===== src/rtl/pam4_tx_encoder_if.sv =====
// Handshake and status bundle between a serial bit source / PAM4 channel model
// and the PAM4 transmit encoder.
interface pam4_tx_encoder_if #(
    parameter int unsigned CNT_W = 16
);
    logic             data_in;
    logic             data_in_valid;
    logic             data_in_ready;
    logic             flush;
    logic [1:0]       symbol_out;
    logic [7:0]       voltage_level_out;
    logic             voltage_level_out_valid;
    logic             voltage_level_out_ready;
    logic             pending;
    logic [CNT_W-1:0] symbol_count;

    modport slave (
        input  data_in,
        input  data_in_valid,
        input  flush,
        input  voltage_level_out_ready,
        output data_in_ready,
        output symbol_out,
        output voltage_level_out,
        output voltage_level_out_valid,
        output pending,
        output symbol_count
    );

    modport master (
        output data_in,
        output data_in_valid,
        output flush,
        output voltage_level_out_ready,
        input  data_in_ready,
        input  symbol_out,
        input  voltage_level_out,
        input  voltage_level_out_valid,
        input  pending,
        input  symbol_count
    );
endinterface


===== src/rtl/pam4_tx_encoder.sv =====
// Serial-to-pair packer with Gray mapping to PAM4 level index and voltage code,
// buffered by a 2-entry ready/valid FIFO and a wrapping symbol counter.
module pam4_tx_encoder #(
    parameter logic [7:0]  LVL0  = 8'd0,
    parameter logic [7:0]  LVL1  = 8'd85,
    parameter logic [7:0]  LVL2  = 8'd170,
    parameter logic [7:0]  LVL3  = 8'd255,
    parameter int unsigned CNT_W = 16
) (
    input logic              clk_clk,
    input logic              reset_reset_n,
    pam4_tx_encoder_if.slave bus
);

    logic             pending_q, pending_d;
    logic             held_q, held_d;
    logic [1:0]       mem_q [2];
    logic [1:0]       mem_d [2];
    logic             rd_ptr_q, rd_ptr_d;
    logic             wr_ptr_q, wr_ptr_d;
    logic [1:0]       occ_q, occ_d;
    logic [1:0]       head_q, head_d;
    logic [CNT_W-1:0] count_q, count_d;

    logic       fifo_full;
    logic       fifo_empty;
    logic       in_ready;
    logic       accept;
    logic       do_flush;
    logic       push;
    logic       pop;
    logic [1:0] pair;
    logic [1:0] idx;
    logic [7:0] volt;

    always_comb begin
        fifo_full  = (occ_q == 2'd2);
        fifo_empty = (occ_q == 2'd0);
        in_ready   = !(pending_q && fifo_full);
        accept     = bus.data_in_valid && in_ready;
        do_flush   = !bus.data_in_valid && bus.flush && pending_q && !fifo_full;
        pop        = !fifo_empty && bus.voltage_level_out_ready;
        push       = (accept && pending_q) || do_flush;
        // A flush only fires with data_in_valid low, so the pad bit is 0.
        pair       = {held_q, accept ? bus.data_in : 1'b0};
        idx        = {pair[1], pair[1] ^ pair[0]};

        pending_d = pending_q;
        held_d    = held_q;
        mem_d     = mem_q;
        rd_ptr_d  = rd_ptr_q;
        wr_ptr_d  = wr_ptr_q;
        occ_d     = occ_q;
        head_d    = head_q;
        count_d   = count_q;

        if (accept && !pending_q) begin
            held_d    = bus.data_in;
            pending_d = 1'b1;
        end else if (push) begin
            pending_d = 1'b0;
        end

        if (push) begin
            mem_d[wr_ptr_q] = idx;
            wr_ptr_d        = ~wr_ptr_q;
        end
        if (pop) begin
            rd_ptr_d = ~rd_ptr_q;
            count_d  = count_q + 1'b1;
        end
        occ_d = occ_q + {1'b0, push} - {1'b0, pop};

        // The head register follows the new FIFO head, and holds when the FIFO drains.
        if (occ_d != 2'd0) begin
            head_d = mem_d[rd_ptr_d];
        end
    end

    always_ff @(posedge clk_clk or negedge reset_reset_n) begin
        if (!reset_reset_n) begin
            pending_q <= 1'b0;
            held_q    <= 1'b0;
            mem_q[0]  <= '0;
            mem_q[1]  <= '0;
            rd_ptr_q  <= 1'b0;
            wr_ptr_q  <= 1'b0;
            occ_q     <= '0;
            head_q    <= '0;
            count_q   <= '0;
        end else begin
            pending_q <= pending_d;
            held_q    <= held_d;
            mem_q     <= mem_d;
            rd_ptr_q  <= rd_ptr_d;
            wr_ptr_q  <= wr_ptr_d;
            occ_q     <= occ_d;
            head_q    <= head_d;
            count_q   <= count_d;
        end
    end

    always_comb begin
        volt = LVL0;
        unique case (head_q)
            2'd0: volt = LVL0;
            2'd1: volt = LVL1;
            2'd2: volt = LVL2;
            2'd3: volt = LVL3;
            default: volt = LVL0;
        endcase
    end

    assign bus.data_in_ready           = in_ready;
    assign bus.symbol_out              = head_q;
    assign bus.voltage_level_out       = volt;
    assign bus.voltage_level_out_valid = !fifo_empty;
    assign bus.pending                 = pending_q;
    assign bus.symbol_count            = count_q;

endmodule

===== src/flat_wrapper.sv =====
// flat-port wrapper written by rule: the top's interface ports become plain ports
module pam4_tx_encoder_flat 
#(
    parameter logic [7:0]  LVL0  = 8'd0,
    parameter logic [7:0]  LVL1  = 8'd85,
    parameter logic [7:0]  LVL2  = 8'd170,
    parameter logic [7:0]  LVL3  = 8'd255,
    parameter int unsigned CNT_W = 16
)
  (clk_clk, reset_reset_n, bus_data_in, bus_data_in_valid, bus_flush, bus_voltage_level_out_ready, bus_data_in_ready, bus_symbol_out, bus_voltage_level_out, bus_voltage_level_out_valid, bus_pending, bus_symbol_count);
  pam4_tx_encoder_if #(.CNT_W(CNT_W)) bus_i ();
  input logic clk_clk;
  input logic reset_reset_n;
  input wire logic [$bits(bus_i.data_in)-1:0] bus_data_in;
  input wire logic [$bits(bus_i.data_in_valid)-1:0] bus_data_in_valid;
  input wire logic [$bits(bus_i.flush)-1:0] bus_flush;
  input wire logic [$bits(bus_i.voltage_level_out_ready)-1:0] bus_voltage_level_out_ready;
  output wire logic [$bits(bus_i.data_in_ready)-1:0] bus_data_in_ready;
  output wire logic [$bits(bus_i.symbol_out)-1:0] bus_symbol_out;
  output wire logic [$bits(bus_i.voltage_level_out)-1:0] bus_voltage_level_out;
  output wire logic [$bits(bus_i.voltage_level_out_valid)-1:0] bus_voltage_level_out_valid;
  output wire logic [$bits(bus_i.pending)-1:0] bus_pending;
  output wire logic [$bits(bus_i.symbol_count)-1:0] bus_symbol_count;
  assign bus_i.data_in = bus_data_in;
  assign bus_i.data_in_valid = bus_data_in_valid;
  assign bus_i.flush = bus_flush;
  assign bus_i.voltage_level_out_ready = bus_voltage_level_out_ready;
  assign bus_data_in_ready = bus_i.data_in_ready;
  assign bus_symbol_out = bus_i.symbol_out;
  assign bus_voltage_level_out = bus_i.voltage_level_out;
  assign bus_voltage_level_out_valid = bus_i.voltage_level_out_valid;
  assign bus_pending = bus_i.pending;
  assign bus_symbol_count = bus_i.symbol_count;
  pam4_tx_encoder #(.LVL0(LVL0), .LVL1(LVL1), .LVL2(LVL2), .LVL3(LVL3), .CNT_W(CNT_W)) u_core (.clk_clk(clk_clk), .reset_reset_n(reset_reset_n), .bus(bus_i));
endmodule

===== config.mk =====
export PLATFORM = sky130hd
export DESIGN_NAME = pam4_tx_encoder_flat
export DESIGN_NICKNAME = d
export VERILOG_FILES = /design/src/rtl/pam4_tx_encoder_if.sv /design/src/rtl/pam4_tx_encoder.sv /design/src/flat_wrapper.sv
export SDC_FILE = /design/constraint.sdc
export NUM_CORES = 1
export LEC_CHECK = 0
export ABC_AREA = 1
export BUFFER_PORTS_ARGS = -buffer_cell sky130_fd_sc_hd__buf_2
export CAP_MARGIN = 25
export CORE_MARGIN = 2
export CORE_UTILIZATION = 58
export DETAILED_ROUTE_END_ITERATION = 7
export HOLD_SLACK_MARGIN = 0.15
export PLACE_DENSITY = 0.87
export SYNTH_ARGS = -nofsm -noshare
export SYNTH_HDL_FRONTEND = slang
export SYNTH_SLANG_ARGS = --single-unit

===== constraint.sdc =====
create_clock -name clk_clk -period 2.85 [get_ports clk_clk]
set_input_delay 0 -clock clk_clk [delete_from_list [all_inputs] [get_ports clk_clk]]
set_output_delay 0 -clock clk_clk [all_outputs]
set_load 0.005 [all_outputs]

# Word-level counts from Yosys, hierarchy flattened
# Cells that the tools add are included.
[totals] regBits=28 input_bits=6 output_inout_bits=29 wordCells=55
[classes] n_addsub=3 n_lt_le_gt_ge=3 n_eq_ne=4 n_mux=12 bitwise=5 reduce_logical=19
[ops] cell="case mux 8 bit (4 select lines)" n=1
[ops] cell="adder 16 x 1 -> 16 bit (second input constant)" n=1
[ops] cell="logical AND 1 bit" n=9
[ops] cell="2-to-1 mux 2 bit" n=4
[ops] cell="== test 2 bit (second input constant)" n=3
[ops] cell="zero test 1 bit" n=5
[ops] cell="bitwise mux 4 bit" n=1
[ops] cell="greater-or-equal comparator 2 bit (second input constant)" n=2
[ops] cell="zero test 2 bit" n=2
[ops] cell="2-to-1 mux 1 bit" n=4
[ops] cell="2-to-1 mux 4 bit" n=1
[ops] cell="inverter 1 -> 2 bit" n=2
[ops] cell="nonzero test 2 bit" n=2
[ops] cell="adder 2 x 1 -> 2 bit" n=1
[ops] cell="demux 2 bit (select 1 bit)" n=1
[ops] cell="== test 2 x 1 -> 1 bit (second input constant)" n=1
[ops] cell="less-than comparator 2 x 1 -> 1 bit (second input constant)" n=1
[ops] cell="inverter 1 bit" n=2
[ops] cell="subtractor 2 x 1 -> 2 bit" n=1
[ops] cell="logical OR 1 bit" n=1
[ops] cell="XOR 1 bit" n=1

# Longest topological paths before layout
# Gate-level depths: netlist of the first run.
[logic_depth] ltp_word=11 mapped_depth=11 depth_no_buf=11

# Least setup slack after synthesis of the first run
# Ideal clock, no wire load.
[synth_path] kind="register to register" startpoint="register u_core.occ_q[1]" endpoint="register u_core.head_q[0], in the netlist u_core.bus.symbol_out[0]" setup_time_ns=0.117 arrival_time_ns=1.513 required_time_ns=2.733 setup_slack_ns=1.220 path_stages_with_launch=11 path_buffers=0 period_less_slack_ns=1.630 cell_sequence="dfrtp_1 -> inv_2 -> nand2_4 -> nand2_8 -> inv_12 -> ha_1 -> nand3b_1 -> nand2_1 -> nand3_1 -> nand3_1 -> nand2_1"
[synth_via] word_cells_on_any_way=23 cone_classes="add/sub (2); eq/ne (1); mux (7); bitwise (2); reduce/logical (11)"
[synth_lines] item="from (decl)" line="pam4_tx_encoder.sv:21" source="logic [1:0] occ_q, occ_d;"
[synth_lines] item="from (signal assigned)" line="pam4_tx_encoder.sv:88" source="occ_q <= '0;"
[synth_lines] item="from (signal assigned)" line="pam4_tx_encoder.sv:97" source="occ_q <= occ_d;"
[synth_lines] item="zero test 2 bit *" line="pam4_tx_encoder.sv:38" source="fifo_empty = (occ_q == 2'd0);"
[synth_lines] item="zero test 1 bit *"
[synth_lines] item="net bus_voltage_level_out_valid" line="flat_wrapper.sv:21" source="output wire logic [$bits(bus_i.voltage_level_out_valid)-1:0] bus_voltage_level_out_valid;"
[synth_lines] item="logical AND 1 bit *" line="pam4_tx_encoder.sv:42" source="pop = !fifo_empty && bus.voltage_level_out_ready;"
[synth_lines] item="net u_core.pop" line="pam4_tx_encoder.sv:31" source="logic pop;"
[synth_lines] item="2-to-1 mux 1 bit" line="pam4_tx_encoder.sv:68" source="if (pop) begin"
[synth_lines] item="inverter 1 -> 2 bit (not written as such)" line="pam4_tx_encoder.sv:76" source="head_d = mem_d[rd_ptr_d];"
[synth_lines] item="2-to-1 mux 2 bit (not written as such) (3 in a row)" line="pam4_tx_encoder.sv:76"
[synth_lines] item="to (signal assigned)" line="pam4_tx_encoder.sv:89" source="head_q <= '0;"
[synth_lines] item="to (signal assigned)" line="pam4_tx_encoder.sv:98" source="head_q <= head_d;"
[synth_lines] item="to (decl)" line="pam4_tx_encoder.sv:22" source="logic [1:0] head_q, head_d;"
# The timed path passes the listed nets; every way through them passes the cells marked *. The select of a mux whose other input is x is not followed.
# A chain may end at the register's enable or synchronous reset.

# Worst setup path in the final report of the first run
[layout_path] startpoint="register u_core.occ_q[1]" endpoint="register u_core.head_q[0], in the netlist u_core.bus.symbol_out[0]"
[layout_via] word_cells_on_any_way=23 cone_classes="add/sub (2); eq/ne (1); mux (7); bitwise (2); reduce/logical (11)"
[layout_lines] item="zero test 2 bit *" line="pam4_tx_encoder.sv:38"
[layout_lines] item="zero test 1 bit *" line="pam4_tx_encoder.sv:42"
[layout_lines] item="logical AND 1 bit *" line="pam4_tx_encoder.sv:42"
[layout_lines] item="net u_core.pop" line="pam4_tx_encoder.sv:31"
[layout_lines] item="2-to-1 mux 1 bit" line="pam4_tx_encoder.sv:68"
[layout_lines] item="inverter 1 -> 2 bit (not written as such)" line="pam4_tx_encoder.sv:76"
[layout_lines] item="2-to-1 mux 2 bit (not written as such) (3 in a row)" line="pam4_tx_encoder.sv:76"
# Marked as above.

==> summary.txt, run 1 <==
Critical path
  – CP bufs+invs: 2
  – CP Cell Sequence: inv_2, nand2_4, nand2_8, inv_12, ha_1, nand3b_1, nand2_1, nand3_1, nand3_1, nand2_1
  – Max stage delay on crit path: ~0.45 ns
  – Required time worst endpoint: 3.08 ns
  – Critical Path Start Type: flop
  – Setup CP Type: flop to flop
  – Crit-path leading delay family: simple AND/OR/NAND/NOR gates
  – CP endpoint kind: flop
  – Crit-path slowest cell: dfrtp_1
  – Worst Path Max Fanout: 10
  – Critical Path AT: roughly 2.0 ns

GRT
  – Vias in the first global route: roughly 1200
  – GR Overflow Total: 0
  – Total track usage: between 20% and 30%
  – Initial antenna violation count: 0
  – First-pass GRT wire length: approximately 5.3 mm
  – Pin count of the biggest net entering global routing: 29

Clock tree
  – CTS tree: done
  – Clock slew at reported path FFs: about 0.13 ns
  – H-tree Lvls: 1
  – Clock Tree Root: clkbuf_4
  – Setup Fix Bufs, Post-CTS: 0
  – Clk buf depth: 2
  – Clock Latency Late Sink: around 0.32 ns
  – Clock sink total: 28
  – Cts hold-fix bufs: 5
  – Clock buffer count from CTS: 3
  – Post-cts resize count: 0

Synth
  – Mux cell area share after synthesis: 0%
  – Mean Syn Cell Area: ~8.1 um^2
  – Largest family of logic cells by synthesized area: simple AND/OR/NAND/NOR gates
  – Seq cells post-synth: 28
  – Yosys top cell by area: dfrtp_1
  – Post-synthesis cell area: approximately 0.0016 mm^2
  – Share of flip-flops with an asynchronous set or reset: between 90% and 100%
  – Sequential share of the synthesized area: between 40 and 50%
  – Yosys warning count: 0
  – Synth Area in Compound Gates: a little over 3%
  – Synthesized instance count: a little under 200
  – Mapped Nets: roughly 210
  – Adder-cell share of the synthesized area: 1.55%
  – Synth Area in XOR/XNOR: 7.51%
  – Top FF cell, synth: dfrtp_1
  – Top post-synthesis cells by area: dfrtp_1, nand2_1, inv_1
  – Distinct cells, synth: 29
  – Post-Synth Simple-Gate Area: 34.9%
  – Synth top area share: between 40% and 50%
  – Post-synth EDFFs: 0

Floorplan
  – Core Box Area: about 0.0027 mm^2
  – Std-Cell Rows: 19
  – Die width: 56.8 um
  – Full die area: 0.00322 mm^2
  – Io pins: 35
  – Die Height: ~57 um
  – Initial Util: ~60%

STA
  – Setup tns final: 0 ns
  – Minimum clock period after layout: about 1.8 ns
  – Final critical-path setup slack: between 1 and 1.5 ns
  – Pin slew with the least headroom to its limit: around 0.59 ns
  – Rel. slew slack: approximately 60%
  – Worst clock skew: between 0.002 and 0.003 ns
  – Slew Limit Fails: 0
  – Worst hold slack: approximately 0.2 ns
  – FMAX: approximately 0.56 GHz
  – Final hold viol count: 0
  – Final period util: a little over three fifths
  – Final setup fails: 0
  – RSZ-0062 raised after global routing: no

Layout
  – Most frequent cells in the layout: nand2_1, buf_2, dfrtp_1, inv_1, nand3_1
  – Most common cell after layout, fill and taps aside: nand2_1
  – Fraction of layout cells with a size suffix above 1: 22.7%
  – Final #Nets: 243
  – Fill cell count: between 200 and 250
  – Synth-to-layout area growth: 14.2%
  – N_diodes: 0

Pwr
  – Max IR drop VDD: 0.633 mV
  – Power after layout: about 1.6 mW
  – Leakage: a little over 1 nW
  – Pwr dens: roughly 860 mW/mm^2

Min path
  – Min-delay worst type: input port to async pin

Placement
  – DP Wirelength: 2.37 mm
  – DP Worst Slack: 1.09 ns
  – IO Port Bufs: 34
  – GPL Wtd Cong: around 0.80

Drt
  – WL final: ~3 mm
  – DR vias: 1328
  – Initial DRC Count: 57
  – Final ANT Viol Nets: 0
  – Count of TritonRoute iterations in the first routing pass: 4
  – Remaining DRCs: 0
  – WL/cell: around 11 um
  – Vias/cell: between 5 and 6

Run status
  – Status: complete, no violations

Flow run
  – # Max-Cap Violations: 0
sequential cells by signal, indices dropped and copies added (netlist names):
signal,cells
u_core.bus.symbol_out,2
u_core.bus.pending,1
u_core.bus.symbol_count,16
u_core.rd_ptr_q,1
u_core.wr_ptr_q,1
u_core.occ_q,2
u_core.mem_q,4
u_core.held_q,1
path summary, 6_finish.rpt:
check / startpoint / end / slack, ns / depth (start not counted)
hold / removal: reset_reset_n / u_core.wr_ptr_q / 0.20 / 2
max in group asynchronous: reset_reset_n / u_core.bus.symbol_count[7] / 2.26 / 2
setup / recovery: u_core.occ_q[1] / u_core.bus.symbol_out[0] / 1.06 / 10
min in group clk_clk: bus_flush / u_core.wr_ptr_q / 0.20 / 5
setup reg to reg: u_core.occ_q[1] / u_core.bus.symbol_out[0] / 1.06 / 10
hold reg to reg: u_core.mem_q[2] / u_core.mem_q[2] / 0.51 / 2
layout make-up:
| type | count | area (um^2) | area share, % |
|---|---|---|---|
| clock buffers | 3 | 22.5 | 1.22 |
| well taps | 31 | 38.8 | 2.10 |
| multi-input cells | 139 | 759 | 41.2 |
| inverters | 24 | 103 | 5.56 |
| repair buffers | 39 | 220 | 11.9 |
| flip-flops and latches | 28 | 701 | 38.0 |
through the flow:
step                instance area (um^2)  util, %  instances
floorplan                           1620        -        199
global placement                    1770     65.4        256
detailed placement                  1770     65.4        256
CTS                                 1840     68.1        264
global route                        1840     68.1        264
finish                              1840     68.1        264
cells in the mapped netlist (2+ instances only):
cell type,n
inv_2,2
xnor2_1,6
buf_4,6
nand4_1,2
nand2_8,2
ha_1,2
o21ai_0,5
nor2_2,2
nand2_1,70
nand3b_1,2
nor2_1,10
nand2_2,2
inv_1,21
xor2_1,6
o21ai_1,2
nor3_1,5
clkbuf_1,2
nand3_1,14
dfrtp_1,28
layer usage:
layer / GRT usage (%) / vias to the layer above / part of all wire (%)
met5: 0 / - / 0
met2: 37.4 / 27 / 52
met4: 7.31 / 0 / 1.3
li1: - / 682 / -
met1: 26.5 / 614 / 44
met3: 2.07 / 5 / 3.4
power breakdown:
group / total, mW / leakage, nW / internal, mW / switching (mW)
Combinational: 0.793 / 0.653 / 0.323 / 0.469
Sequential: 0.646 / 0.356 / 0.527 / 0.119
Clock: 0.156 / 0.0138 / 0.0496 / 0.107
Total: 1.59 / 1.02 / 0.900 / 0.695
cell families after synthesis:
family                     count (synthesis)
and+or+nand+nor                          115
buffers and inverters                     32
DFF                                       28
xor gates and xnor gates                  13
AOI/OAI and AO/OA                          9
adders and majority gates                  2
(Power assumes the default switching activity.)
==> run 2, diff against run 1 <==
- CORE_UTILIZATION: 58 -> 48
- PLACE_DENSITY: 0.87 -> 0.78
- clock period: 2.85 -> 1.49 ns (I/O delays scaled with it)
==> summary.txt, run 2 (synthesis results as in run 1) <==
Drt
  – WL final: 3.26 mm (+8.3%)
  – DR vias: 1339 (+0.83%)
  – Initial DRC Count: 46 (-19%)
  – Vias/cell: 4.67 (-7.3%)
  – Count of TritonRoute iterations in the first routing pass: 4 (unchanged)
  – Remaining DRCs: 0 (unchanged)
  – Final ANT Viol Nets: 0 (unchanged)
  – WL/cell: 11.4 um (-0.35%)

Run status
  – Status: complete, but fails checks
  – Failing checks: negative setup slack

Critical path
  – Critical Path AT: 1.79 ns (-0.23 ns)
  – Max stage delay on crit path: 0.42 ns (-0.03 ns)
  – Worst Reg-to-Reg Cells: 10 (unchanged)
  – CP bufs+invs: 2 (unchanged)
  – Crit-path slowest cell: dfrtp_1
  – Most frequent CP cell: nand2_1
  – CP Cell Sequence: inv_2, nand2_4, nand2_8, inv_12, ha_4, nand3b_1, nand2_1, and2_4, nand3_2, nand2_1
  – Worst Path Max Fanout: 3 (-7)
  – Critical Path Start Type: flop
  – CP endpoint kind: flop
  – Required time worst endpoint: 1.77 ns (-1.31 ns)
  – Levels on crit path: 10 (unchanged)
  – Crit-path leading delay family: simple AND/OR/NAND/NOR gates
  – Setup CP Type: flop to flop

Floorplan
  – Std-Cell Rows: 21 (+2)
  – Initial Util: 49.2% (-10 points)
  – Core Box Area: 0.00328 mm^2 (+21%)
  – Io pins: 35 (unchanged)
  – Full die area: 0.00385 mm^2 (+19%)
  – Die width: 62.0 um (+9.2%)
  – Die Height: 62.0 um (+9.2%)

Placement
  – DP Wirelength: 2.49 mm (+5.2%)
  – GPL Wtd Cong: 0.800 (-0.34%)
  – DP Worst Slack: -0.0106 ns (-1.11 ns)
  – IO Port Bufs: 34 (unchanged)

Clock tree
  – H-tree Lvls: 1 (unchanged)
  – Clock Latency Late Sink: 0.33 ns (about the same)
  – CTS tree: done
  – Clk buf depth: 2 (unchanged)
  – Clock buffer count from CTS: 3 (unchanged)
  – Clock Tree Root: clkbuf_4
  – Clock sink total: 28 (unchanged)
  – Clock slew at reported path FFs: 0.15 ns (+0.02 ns)

Pwr
  – Max IR drop VDD: 0.720 mV (+14%)
  – Pwr dens: 1740 mW/mm^2 (+100%)
  – Leakage: 1.07 nW (+4.7%)

STA
  – Final period util: 101% (+38 points)
  – Worst clock skew: 0.0106 ns (+0.00797 ns)
  – Pin slew with the least headroom to its limit: 0.626 ns (+0.0329 ns)
  – Slew Limit Fails: 0 (unchanged)
  – RSZ-0062 raised after global routing: yes
  – Final critical-path setup slack: -0.0153 ns (-1.08 ns)
  – Minimum clock period after layout: 1.51 ns (-0.281 ns)
  – Worst hold slack: 0.200 ns (+0.00269 ns)
  – Setup tns final: -0.0261 ns (-0.0261 ns)
  – Rel. slew slack: 58.3% (-2.2 points)
  – FMAX: 0.664 GHz (+19%)
  – Final setup fails: 2 (+2)
  – Final hold viol count: 0 (unchanged)

GRT
  – Vias in the first global route: 1262 (+1.1%)
  – Total track usage: 18.4% (-2.7 points)
  – GR Overflow Total: 0 (unchanged)
  – Pin count of the biggest net entering global routing: 29 (unchanged)
  – First-pass GRT wire length: 5.28 mm (-1.0%)
  – Initial antenna violation count: 0 (unchanged)

Layout
  – N_diodes: 0 (unchanged)
  – Synth-to-layout area growth: 22.2%
  – Most frequent cells in the layout: nand2_1, buf_2, dfrtp_1, inv_1, nand3_1
  – Max FFs per register: 16 (unchanged)
  – Post-layout util: 60.1% (-7.9 points)
  – Most common cell after layout, fill and taps aside: nand2_1
  – Fill cell count: 311 (+30%)
  – Fraction of layout cells with a size suffix above 1: 29.9% (+7.1 points)
  – Final #Nets: 250 (+2.9%)

Min path
  – Min-delay worst type: input port to async pin

Flow run
  – # Max-Cap Violations: 0 (unchanged)
[run 2: through the flow]
step           std cells  total power [mW]  cell area, um^2
2_1_floorplan        199              2.48             1650
3_3_place_gp         275              2.87             1850
3_5_place_dp         275              2.94             1850
4_1_cts              286              3.37             1950
5_1_grt              287              3.78             1970
6_report             287              3.43             1970
[run 2: worst register-to-register path, stage by stage (launching register included)]
cell	delay, ns
dfrtp_1	0.42
inv_2	0.07
nand2_4	0.06
nand2_8	0.08
inv_12	0.03
ha_4	0.21
nand3b_1	0.19
nand2_1	0.11
and2_4	0.17
nand3_2	0.06
nand2_1	0.06
[run 2: area by class of cell]
type	count	area, um^2	area share (%)
clock buffers	4	36.3	1.84
flip-flops and latches	28	701	35.5
repair buffers	46	270	13.7
inverters	24	103	5.20
well taps	46	57.6	2.92
multi-input cells	139	807	40.9
[run 2: repair_timing]
action,4_1_cts,5_1_grt
endpoints found under the setup margin,2,6
endpoints found under the hold margin,32,0
hold buffers,5,0
setup buffers,2,2
resized for setup,0,5
pin swaps,2,1
[run 2: final timing paths]
check / start / endpoint / slack, ns
max in group asynchronous: reset_reset_n / u_core.bus.symbol_count[6] / 0.87
worst min register to register: u_core.mem_q[0] / u_core.mem_q[0] / 0.51
worst min-delay path: reset_reset_n / u_core.mem_q[3] / 0.20
min in group clk_clk: bus_voltage_level_out_ready / u_core.bus.symbol_count[1] / 0.23
worst max-delay path: u_core.occ_q[1] / u_core.bus.symbol_out[0] / -0.02
worst max register to register: u_core.occ_q[1] / u_core.bus.symbol_out[0] / -0.02
[run 2: per-layer routing]
layer / track usage [%] / up-vias / wire length (um)
li1: - / 690 / -
met1: 21.8 / 622 / 1360
met2: 34.2 / 25 / 1770
met3: 4.14 / 2 / 121
met4: 2.74 / 0 / 10
met5: 0 / - / 0
[run 2: power by group]
group / total, mW / switching, mW / internal (mW)
combinational: 1.84 / 1.03 / 0.810
clock: 0.365 / 0.215 / 0.150
sequential: 1.23 / 0.222 / 1.01
total: 3.43 / 1.47 / 1.97
==> run 3, diff against run 2 <==
- PLACE_DENSITY: 0.78 -> 0.75
==> summary.txt, run 3 (synthesis results as in run 1) <==
Run status
  – Status: complete, but fails checks
  – Failing checks: negative setup slack

Floorplan
  – Core Box Area: 0.00328 mm^2 (unchanged)
  – Die Height: 62.0 um (unchanged)
  – Die width: 62.0 um (unchanged)
  – Initial Util: 49.2% (unchanged)
  – Std-Cell Rows: 21 (unchanged)
  – Full die area: 0.00385 mm^2 (unchanged)
  – Io pins: 35 (unchanged)

STA
  – FMAX: 0.659 GHz (-0.79%)
  – Setup tns final: -0.0508 ns (-0.0247 ns)
  – Minimum clock period after layout: 1.52 ns (+0.0120 ns)
  – Worst clock skew: 0.00420 ns (-0.00638 ns)
  – Rel. slew slack: 58.9% (+0.67 points)
  – Slew Limit Fails: 0 (unchanged)
  – Pin slew with the least headroom to its limit: 0.616 ns (-0.0100 ns)
  – Final critical-path setup slack: -0.0273 ns (-0.0120 ns)
  – RSZ-0062 raised after global routing: yes
  – Worst hold slack: 0.184 ns (-0.0154 ns)
  – Final setup fails: 2 (unchanged)
  – Final period util: 102% (+0.81 points)
  – Final hold viol count: 0 (unchanged)

Layout
  – Synth-to-layout area growth: 23.9%
  – Most common cell after layout, fill and taps aside: nand2_1
  – N_diodes: 0 (unchanged)
  – FF/Latch Area: 701 um^2 (unchanged)
  – Final #Nets: 252 (+0.80%)
  – Fraction of layout cells with a size suffix above 1: 29.6% (-0.25 points)
  – Max FFs per register: 16 (unchanged)
  – Fill cell count: 291 (-6.4%)
  – Most frequent cells in the layout: nand2_1, buf_2, dfrtp_1, inv_1, nand3_1
  – Area of the multi-input gates: 800 um^2 (-0.93%)

Pwr
  – Leakage: 1.08 nW (+1.1%)
  – Power after layout: 3.57 mW (+4.0%)
  – Max IR drop VDD: 0.747 mV (+3.8%)
  – Pwr dens: 1780 mW/mm^2 (+2.6%)

GRT
  – Pin count of the biggest net entering global routing: 29 (unchanged)
  – First-pass GRT wire length: 5.11 mm (-3.1%)
  – Vias in the first global route: 1174 (-7.0%)
  – Initial antenna violation count: 0 (unchanged)
  – GR Overflow Total: 0 (unchanged)
  – Total track usage: 17.9% (-0.41 points)

Drt
  – WL/cell: 11.0 um (-3.4%)
  – Count of TritonRoute iterations in the first routing pass: 4 (unchanged)
  – WL final: 3.18 mm (-2.7%)
  – Final ANT Viol Nets: 0 (unchanged)
  – Initial DRC Count: 71 (+54%)
  – Vias/cell: 4.63 (-0.77%)
  – DR vias: 1338 (-0.075%)
  – Remaining DRCs: 0 (unchanged)

Clock tree
  – Clk buf depth: 2 (unchanged)
  – CTS tree: done
  – Clock Latency Late Sink: 0.34 ns (about the same)
  – Clock sink total: 28 (unchanged)
  – Clock buffer count from CTS: 3 (unchanged)
  – H-tree Lvls: 1 (unchanged)
  – Clock Tree Root: clkbuf_4
  – Clock slew at reported path FFs: 0.16 ns (about the same)

Critical path
  – Critical Path Start Type: flop
  – Worst Path Max Fanout: 3 (unchanged)
  – Critical Path AT: 1.81 ns (+0.02 ns)
  – CP endpoint kind: flop
  – Setup CP Type: flop to flop
  – Required time worst endpoint: 1.78 ns (about the same)

Min path
  – Min-delay worst type: input port to async pin

Placement
  – DP Wirelength: 2.33 mm (-6.2%)
  – IO Port Bufs: 34 (unchanged)
  – GPL Wtd Cong: 0.749 (-6.4%)

Flow run
  – # Max-Cap Violations: 0 (unchanged)
==> run 3: area by class of cell <==
cell class | count | share of cell area, %
Clock buffer | 3 | 1.13
Multi-Input combinational cell | 139 | 40.0
Sequential cell | 28 | 35.0
Inverter | 24 | 5.13
Tap cell | 46 | 2.88
Timing Repair Buffer | 48 | 14.4
Clock inverter | 1 | 1.50
==> run 3: final timing paths <==
path                                 startpoint                  endpoint  slack, ns  cells after the start
worst max register to register  u_core.occ_q[1]  u_core.bus.symbol_out[0]      -0.03                     10
max in group asynchronous         reset_reset_n        u_core.bus.pending       0.90                      2
min in group clk_clk                bus_data_in             u_core.held_q       0.45                      3
worst max-delay path            u_core.occ_q[1]  u_core.bus.symbol_out[0]      -0.03                     10
worst min-delay path              reset_reset_n             u_core.held_q       0.18                      2
worst min register to register  u_core.mem_q[2]           u_core.mem_q[2]       0.50                      2
==> run 3: timing repair <==
action	CTS	global route
hold buffers	6	0
buffers inserted	1	4
hold endpoints to repair	36	0
gates resized for setup	0	4
pin swaps	0	3
setup endpoints to repair	2	7
==> run 3: where the power goes <==
group          total [mW]  internal, mW  switching [mW]
registers            1.24          1.01           0.228
logic                1.83         0.825            1.00
clock network       0.508         0.272           0.236
total                3.57          2.10            1.47
==> run 3: metal layers <==
| metal | global-route usage [%] | wire, um | up-vias |
|---|---|---|---|
| met3 | 2.69 | 96 | 4 |
| li1 | - | - | 699 |
| met2 | 30.2 | 1620 | 18 |
| met5 | 0 | 0 | - |
| met1 | 23.9 | 1430 | 617 |
| met4 | 5.47 | 26 | 0 |
==> run 3: worst max-delay path, stage by stage (launching register included) <==
cell and delay, ns:
dfrtp_1 0.42, inv_2 0.07, nand2_4 0.06, nand2_8 0.08, inv_12 0.03, ha_4 0.20
nand3b_1 0.19, nand2_1 0.12, and2_4 0.17, nand3_2 0.05, nand2_1 0.06
==> run 3: metrics by stage <==
step | util (%) | worst slack [ns] | instance area, um^2 | instances
6_report | 60.9 | -0.0273 | 2000 | 289
4_1_cts | 60.1 | -0.0142 | 1970 | 286
2_1_floorplan | - | -0.0474 | 1650 | 199
3_3_place_gp | 56.4 | 0.0399 | 1850 | 275
5_1_grt | 60.9 | -0.0949 | 2000 | 289
3_5_place_dp | 56.4 | -0.00234 | 1850 | 275
